**src/rtl/cu_pkg.sv**
```systemverilog
// cu_pkg: state, opcode and ALU encodings shared by the control_unit slice
package cu_pkg;
  typedef enum logic [2:0] {S_IDLE, S_FETCH, S_DECODE, S_EXEC1, S_EXEC2, S_HALT} state_t;
  localparam logic [3:0] OP_NOP   = 4'h0;
  localparam logic [3:0] OP_LOAD  = 4'h1;
  localparam logic [3:0] OP_STORE = 4'h2;
  localparam logic [3:0] OP_MOVR  = 4'h3;
  localparam logic [3:0] OP_MVAC  = 4'h4;
  localparam logic [3:0] OP_ADD   = 4'h5;
  localparam logic [3:0] OP_SUB   = 4'h6;
  localparam logic [3:0] OP_INCAR = 4'h7;
  localparam logic [3:0] OP_LDAR  = 4'h8;
  localparam logic [3:0] OP_JMPZ  = 4'h9;
  localparam logic [3:0] OP_JMP   = 4'hA;
  localparam logic [3:0] OP_MUL   = 4'hB;
  localparam logic [3:0] OP_PCAR  = 4'hC;
  localparam logic [3:0] OP_END   = 4'hF;
  localparam logic [1:0] ALU_PASS = 2'b00;
  localparam logic [1:0] ALU_ADD  = 2'b01;
  localparam logic [1:0] ALU_SUB  = 2'b10;
  localparam logic [1:0] ALU_MUL  = 2'b11;
endpackage

```
**src/rtl/control_unit_if.sv**
```systemverilog
// control_unit_if: instruction/flag inputs and bus select/strobe outputs between sequencer and datapath
interface control_unit_if;
  logic [15:0] ir;
  logic z_flag;
  logic PC_read_en, AR_read_en, AC_read_en, R_read_en, IM_read_en, DM_read_en, DR_read_en;
  logic IR_write_en, PC_write_en, AR_write_en, AC_write_en, R_write_en, DR_write_en, DM_write_en;
  logic PC_inc, AR_inc;
  logic [1:0] alu_op;
  modport master (
    input ir, z_flag,
    output PC_read_en, AR_read_en, AC_read_en, R_read_en, IM_read_en, DM_read_en, DR_read_en,
    output IR_write_en, PC_write_en, AR_write_en, AC_write_en, R_write_en, DR_write_en, DM_write_en,
    output PC_inc, AR_inc, alu_op
  );
  modport slave (
    output ir, z_flag,
    input PC_read_en, AR_read_en, AC_read_en, R_read_en, IM_read_en, DM_read_en, DR_read_en,
    input IR_write_en, PC_write_en, AR_write_en, AC_write_en, R_write_en, DR_write_en, DM_write_en,
    input PC_inc, AR_inc, alu_op
  );
endinterface

```
**src/rtl/cu_decoder.sv**
```systemverilog
// cu_decoder: opcode classification (two-cycle, END, legal); CU_MUL_EN makes opcode B a legal two-cycle MUL
module cu_decoder
  import cu_pkg::*;
(
  input  logic [3:0] opcode,
  output logic       is_two_cycle,
  output logic       is_end,
  output logic       legal
);
  assign is_end = opcode == OP_END;
`ifdef CU_MUL_EN
  assign is_two_cycle = opcode == OP_LOAD || opcode == OP_MUL;
  assign legal = opcode <= OP_PCAR || is_end;
`else
  assign is_two_cycle = opcode == OP_LOAD;
  assign legal = (opcode <= OP_PCAR && opcode != OP_MUL) || is_end;
`endif
endmodule

```
**src/rtl/control_unit.sv**
```systemverilog
// control_unit: fetch/decode/execute sequencer driving one bus source per cycle; define CU_MUL_EN for opcode B MUL
module control_unit
  import cu_pkg::*;
#(
  parameter int CNT_W = 16
) (
  input  logic             clk,
  input  logic             rst,
  input  logic             start,
  control_unit_if.master   bus,
  output logic             halted,
  output logic [CNT_W-1:0] instr_count
);
  state_t state, state_nx;
  logic [3:0] op, exec_op;
  logic two, is_end, legal;
  assign op = bus.ir[15:12];
  cu_decoder u_dec (.opcode(op), .is_two_cycle(two), .is_end(is_end), .legal(legal));
  // undefined opcodes fall through to the NOP row of the execute decode
  assign exec_op = legal ? op : OP_NOP;
  assign halted = state == S_HALT;
  always_ff @(posedge clk) begin
    if (rst) begin
      state <= S_IDLE;
      instr_count <= '0;
    end else begin
      state <= state_nx;
      if (state == S_FETCH) instr_count <= instr_count + 1'b1;
    end
  end
  always_comb begin
    state_nx = state;
    case (state)
      S_IDLE:   state_nx = start ? S_FETCH : S_IDLE;
      S_FETCH:  state_nx = S_DECODE;
      S_DECODE: state_nx = is_end ? S_HALT : S_EXEC1;
      S_EXEC1:  state_nx = two ? S_EXEC2 : S_FETCH;
      S_EXEC2:  state_nx = S_FETCH;
      default:  state_nx = state;
    endcase
  end
  always_comb begin
    bus.PC_read_en = 1'b0;
    bus.AR_read_en = 1'b0;
    bus.AC_read_en = 1'b0;
    bus.R_read_en = 1'b0;
    bus.IM_read_en = 1'b0;
    bus.DM_read_en = 1'b0;
    bus.DR_read_en = 1'b0;
    bus.IR_write_en = 1'b0;
    bus.PC_write_en = 1'b0;
    bus.AR_write_en = 1'b0;
    bus.AC_write_en = 1'b0;
    bus.R_write_en = 1'b0;
    bus.DR_write_en = 1'b0;
    bus.DM_write_en = 1'b0;
    bus.PC_inc = 1'b0;
    bus.AR_inc = 1'b0;
    bus.alu_op = ALU_PASS;
    case (state)
      S_FETCH: begin
        bus.IM_read_en = 1'b1;
        bus.IR_write_en = 1'b1;
        bus.PC_inc = 1'b1;
      end
      S_EXEC1: begin
        case (exec_op)
          OP_LOAD:  begin bus.DM_read_en = 1'b1; bus.DR_write_en = 1'b1; end
          OP_STORE: begin bus.AC_read_en = 1'b1; bus.DM_write_en = 1'b1; end
          OP_MOVR:  begin bus.AC_read_en = 1'b1; bus.R_write_en = 1'b1; end
          OP_MVAC:  begin bus.R_read_en = 1'b1; bus.AC_write_en = 1'b1; end
          OP_ADD:   begin bus.R_read_en = 1'b1; bus.alu_op = ALU_ADD; bus.AC_write_en = 1'b1; end
          OP_SUB:   begin bus.R_read_en = 1'b1; bus.alu_op = ALU_SUB; bus.AC_write_en = 1'b1; end
          OP_INCAR: bus.AR_inc = 1'b1;
          OP_LDAR:  begin bus.AC_read_en = 1'b1; bus.AR_write_en = 1'b1; end
          OP_JMPZ:  begin bus.AC_read_en = 1'b1; bus.PC_write_en = bus.z_flag; end
          OP_JMP:   begin bus.AC_read_en = 1'b1; bus.PC_write_en = 1'b1; end
          OP_PCAR:  begin bus.PC_read_en = 1'b1; bus.AR_write_en = 1'b1; end
`ifdef CU_MUL_EN
          OP_MUL:   begin bus.R_read_en = 1'b1; bus.alu_op = ALU_MUL; end
`endif
          default: ;
        endcase
      end
      S_EXEC2: begin
        bus.AC_write_en = 1'b1;
        if (op == OP_LOAD) bus.DR_read_en = 1'b1;
`ifdef CU_MUL_EN
        else begin
          bus.R_read_en = 1'b1;
          bus.alu_op = ALU_MUL;
        end
`endif
      end
      default: ;
    endcase
  end
endmodule

```
**src/flat_wrapper.sv**
```systemverilog
// flat-port wrapper written by rule: the top's interface ports become plain ports
module control_unit_flat import cu_pkg::*;
#(
  parameter int CNT_W = 16
)
  (clk, rst, start, halted, instr_count, bus_ir, bus_z_flag, bus_PC_read_en, bus_AR_read_en, bus_AC_read_en, bus_R_read_en, bus_IM_read_en, bus_DM_read_en, bus_DR_read_en, bus_IR_write_en, bus_PC_write_en, bus_AR_write_en, bus_AC_write_en, bus_R_write_en, bus_DR_write_en, bus_DM_write_en, bus_PC_inc, bus_AR_inc, bus_alu_op);
  control_unit_if bus_i ();
  input  logic clk;
  input  logic rst;
  input  logic start;
  output logic halted;
  output logic [CNT_W-1:0] instr_count;
  input wire logic [$bits(bus_i.ir)-1:0] bus_ir;
  input wire logic [$bits(bus_i.z_flag)-1:0] bus_z_flag;
  output wire logic [$bits(bus_i.PC_read_en)-1:0] bus_PC_read_en;
  output wire logic [$bits(bus_i.AR_read_en)-1:0] bus_AR_read_en;
  output wire logic [$bits(bus_i.AC_read_en)-1:0] bus_AC_read_en;
  output wire logic [$bits(bus_i.R_read_en)-1:0] bus_R_read_en;
  output wire logic [$bits(bus_i.IM_read_en)-1:0] bus_IM_read_en;
  output wire logic [$bits(bus_i.DM_read_en)-1:0] bus_DM_read_en;
  output wire logic [$bits(bus_i.DR_read_en)-1:0] bus_DR_read_en;
  output wire logic [$bits(bus_i.IR_write_en)-1:0] bus_IR_write_en;
  output wire logic [$bits(bus_i.PC_write_en)-1:0] bus_PC_write_en;
  output wire logic [$bits(bus_i.AR_write_en)-1:0] bus_AR_write_en;
  output wire logic [$bits(bus_i.AC_write_en)-1:0] bus_AC_write_en;
  output wire logic [$bits(bus_i.R_write_en)-1:0] bus_R_write_en;
  output wire logic [$bits(bus_i.DR_write_en)-1:0] bus_DR_write_en;
  output wire logic [$bits(bus_i.DM_write_en)-1:0] bus_DM_write_en;
  output wire logic [$bits(bus_i.PC_inc)-1:0] bus_PC_inc;
  output wire logic [$bits(bus_i.AR_inc)-1:0] bus_AR_inc;
  output wire logic [$bits(bus_i.alu_op)-1:0] bus_alu_op;
  assign bus_i.ir = bus_ir;
  assign bus_i.z_flag = bus_z_flag;
  assign bus_PC_read_en = bus_i.PC_read_en;
  assign bus_AR_read_en = bus_i.AR_read_en;
  assign bus_AC_read_en = bus_i.AC_read_en;
  assign bus_R_read_en = bus_i.R_read_en;
  assign bus_IM_read_en = bus_i.IM_read_en;
  assign bus_DM_read_en = bus_i.DM_read_en;
  assign bus_DR_read_en = bus_i.DR_read_en;
  assign bus_IR_write_en = bus_i.IR_write_en;
  assign bus_PC_write_en = bus_i.PC_write_en;
  assign bus_AR_write_en = bus_i.AR_write_en;
  assign bus_AC_write_en = bus_i.AC_write_en;
  assign bus_R_write_en = bus_i.R_write_en;
  assign bus_DR_write_en = bus_i.DR_write_en;
  assign bus_DM_write_en = bus_i.DM_write_en;
  assign bus_PC_inc = bus_i.PC_inc;
  assign bus_AR_inc = bus_i.AR_inc;
  assign bus_alu_op = bus_i.alu_op;
  control_unit #(.CNT_W(CNT_W)) u_core (.clk(clk), .rst(rst), .start(start), .bus(bus_i), .halted(halted), .instr_count(instr_count));
endmodule
```
**config.mk**
```make
export PLATFORM = sky130hd
export DESIGN_NAME = control_unit_flat
export DESIGN_NICKNAME = d
export VERILOG_FILES = /design/src/rtl/cu_pkg.sv /design/src/rtl/control_unit_if.sv /design/src/rtl/cu_decoder.sv /design/src/rtl/control_unit.sv /design/src/flat_wrapper.sv
export SDC_FILE = /design/constraint.sdc
export NUM_CORES = 1
export LEC_CHECK = 0
export CAP_MARGIN = 20
export CORE_MARGIN = 1
export CORE_UTILIZATION = 40
export CTS_CLUSTER_DIAMETER = 60
export DETAILED_ROUTE_END_ITERATION = 7
export GPL_ROUTABILITY_DRIVEN = 0
export GPL_TIMING_DRIVEN = 0
export PLACE_DENSITY = 0.8
export SLEW_MARGIN = 20
export SYNTH_ARGS = -nofsm -noshare
export SYNTH_HDL_FRONTEND = slang
export SYNTH_SLANG_ARGS = --single-unit
export TNS_END_PERCENT = 50
```
**constraint.sdc**
```tcl
create_clock -name clk -period 2.38 [get_ports clk]
set_input_delay 0.476 -clock clk [delete_from_list [all_inputs] [get_ports clk]]
set_output_delay 0.476 -clock clk [all_outputs]
set_load 0.03 [all_outputs]
```
==> summary.md, run 1 <==
| Metric | Value |
|---|---|
| Outcome | `finished clean` |
| Distinct cells, synth | `40` |
| Worst Path Arrival | `1.87 ns` |
| Worst-case hold path end point | `u_core.instr_count[14]` |
| CP endpoint kind | `output pin` |
| Count of final hold-check violations | `0` |
| Most used DFF post-synth | `dfxtp_1` |
| Fin. max-slew vios | `0` |
| CP dominant cell by count | `buf_4` |
| Post-synth EDFFs | `0` |
| Setup TNS | `0 ns` |
| Die height | `54.8 um` |
| Final Skew | `0.00113 ns` |
| Post-route antenna net violation count | `0` |
| Async SR Flop Fraction | `0` |
| Flops & latches, synth | `19` |
| Yosys top cell by area | `dfxtp_1` |
| CTS Hold Buffers Added | `0` |
| Finished Cell Area | `1540 um^2` |
| DR pass1 iterations | `4` |
| Iteration-0 DRC Markers | `22` |
| CTS tree | `built` |
| Post-layout util | `0.606` |
| Total power | `between 600 and 700 uW` |
| Clock sink count | `19` |
| Critical path fanouts, max | `10` |
| Number of cells on the worst hold path | `2` |
| Vias | `1133` |
| Cells along the critical path | `clkdlybuf4s50_1, buf_2, or3_1, nor2_1, buf_4, buf_4` |
| Slowest stage delay, CP | `between 0.4 and 0.5 ns` |
| Synth Instances | `139` |
| Largest net degree at the start of global routing | `12` |
| Row count | `18` |
| Die width | `54.8 um` |
| Routed WL per cell | `between 10 and 15 um` |
| Min-delay worst type | `reg -> reg` |
| Required @ worst endpoint | `1.90 ns` |
| CP Class | `in -> out` |
| Pwr/cell area | `398 nW/um^2` |
| Min-delay src | `u_core.instr_count[14]` |
| Period utilisation layout | `0.986` |
| Synthesized area | `roughly 1100 um^2` |
| CTS max path bufs | `2` |
| First-pass GRT wire length | `4.11 mm` |
| Mean post-synth cell area | `8.02 um^2` |
| Most frequent cells in the layout | `nor2_1, clkdlybuf4s50_1, dfxtp_1` |
| Final min period | `2.35 ns` |
| Die ar. | `3000 um^2` |
| Via-to-Cell Ratio | `5.29` |
| Final WL | `2.61 mm` |
| Yosys Warn Count | `0` |
| Area growth from synthesis to layout | `38.4%` |
| Crit-path slowest cell | `clkdlybuf4s50_1` |
| Reg2reg end | `u_core.instr_count[10]` |
| Launching point of the worst reg2reg path | `u_core.instr_count[0]` |
| Max-cap viol count | `0` |
| Nets@finish | `206` |
| Total CTS buffers | `3` |
| Post-synth top area share | `0.341` |
| Post-synthesis sequential area ratio | `0.341` |
| Initial Util | `0.438` |
| LEAKAGE | `0.000577 uW` |
| RSZ-0062 raised after global routing | `true` |
| Grt ovf | `0` |
| Peak VDD IR | `0.428 mV` |
| Reg2Reg Setup Slack | `0.56 ns` |
| Core footprint | `2540 um^2` |
| Max Freq | `between 400 and 500 MHz` |
| Vias in the first global route | `1026` |
| Reg2Reg Depth | `5` |
| Tot GR Track Use | `0.191` |
| # port buffers | `41` |
| Area contributors post-synth | `dfxtp_1, nor2_1, xnor2_1` |
| Clock slew at reported path FFs | `about 0.10 ns` |
| Worst skew pair latency | `between 0.2 and 0.3 ns` |
| IO Count | `55` |
| DRC Markers | `0` |
| Syn nets | `160` |
| Final setup violation count | `0` |
| Htree depth | `1` |
| Initial antenna violation count | `0` |
| Post-DP Area | `1560 um^2` |
| Hpwl dp | `2.07 mm` |
| Worst Setup Start Kind | `input port` |
| Share of layout cells above drive strength 1 | `0.207` |
| Diode count | `0` |
| Clk root buf | `clkbuf_4` |
## stage by stage
step / instances / setup slack, ns / hold slack [ns]
3_3_place_gp: 210 / -0.565 / 0.487
6_report: 214 / 0.0326 / 0.510
5_1_grt: 214 / -0.0535 / 0.545
2_1_floorplan: 139 / 0.0662 / 0.580
4_1_cts: 214 / -0.00745 / 0.519
3_5_place_dp: 210 / -0.581 / 0.503
## report_power, final
part / leakage, uW / switching, uW / internal (uW)
sequential: 0.000154 / 10.8 / 325
combinational: 0.000408 / 62.9 / 52.8
clock: 0.0000150 / 97.6 / 65.3
total: 0.000577 / 171 / 443
## worst max-delay path: cells and delay by family
kind | cells | cell delay, ns
buf+inv | 4 | 0.88
simple gates | 2 | 0.51
## synth_stat cells, drive strengths merged (2+ instances only)
cell and n:
a21oi 5, and2 3, and3 2, buf 6
clkbuf 4, dfxtp 19, inv 5, mux2 3
nand2 8, nand2b 2, nand3 6, nand4 2
nor2 23, nor2b 4, nor3 5, nor4 2
nor4b 2, o21ai 8, or3 4, or3b 2
or4 2, xnor2 5, xor2 4
## final cells by class
| class | instances | area, um^2 |
|---|---|---|
| sequential | 19 | 382 |
| multi-input combinational | 105 | 664 |
| fill | 241 | 1000 |
| inverter | 5 | 18.8 |
| buffer | 9 | 58.8 |
| timing repair buffer | 42 | 355 |
| tap | 30 | 37.5 |
| clock buffer | 4 | 26.3 |
## registers in the layout (all words and copies together), names as in the netlist
register            cells
u_core.instr_count     16
u_core.state            3
## cell families after synthesis
family | after synthesis | synth area share
compound gates | 17 | 0.0842
xor+xnor | 9 | 0.0707
fa+ha+maj | 1 | 0.0112
buf+inv | 15 | 0.0707
flops | 19 | 0.341
mux | 4 | 0.0393
other cells | 1 | 0.00336
simple gates | 73 | 0.379
## metal layers
layer  GRT usage  part of all wire  vias up  wire length, um
li1            -                 -      567                -
met1       0.221              0.41      526             1080
met2       0.313              0.51       34             1330
met3      0.0639             0.058        6              152
met4      0.0897             0.015        0               39
met5           0                 0        -                0
## how the worst max path moves through the flow
stage | startpoint | to | slack (ns) | cells past startpoint
finish | bus_ir[15] | bus_DR_write_en | 0.03 | 6
global route | bus_ir[15] | bus_DR_write_en | -0.05 | 6
CTS | u_core.state[2] | bus_R_write_en | -0.007 | 5
detailed placement | bus_ir[15] | bus_AC_write_en | -0.58 | 5
global placement | bus_ir[15] | bus_AC_write_en | -0.57 | 5
floorplan | u_core.state[1] | bus_AC_read_en | 0.07 | 4
## repair_timing
| item | CTS | global route |
|---|---|---|
| setup endpoints to repair | 18 | 11 |
| buffers inserted | 1 | 0 |
| gates resized for setup | 63 | 18 |
Note: power is estimated with default switching activity, not from simulation.
==> run 2, diff against run 1 <==
- CTS_CLUSTER_SIZE: not set -> 14
==> results of run 2 <==
Same layout as run 1: the final DEF is identical, and so are final timing and power.
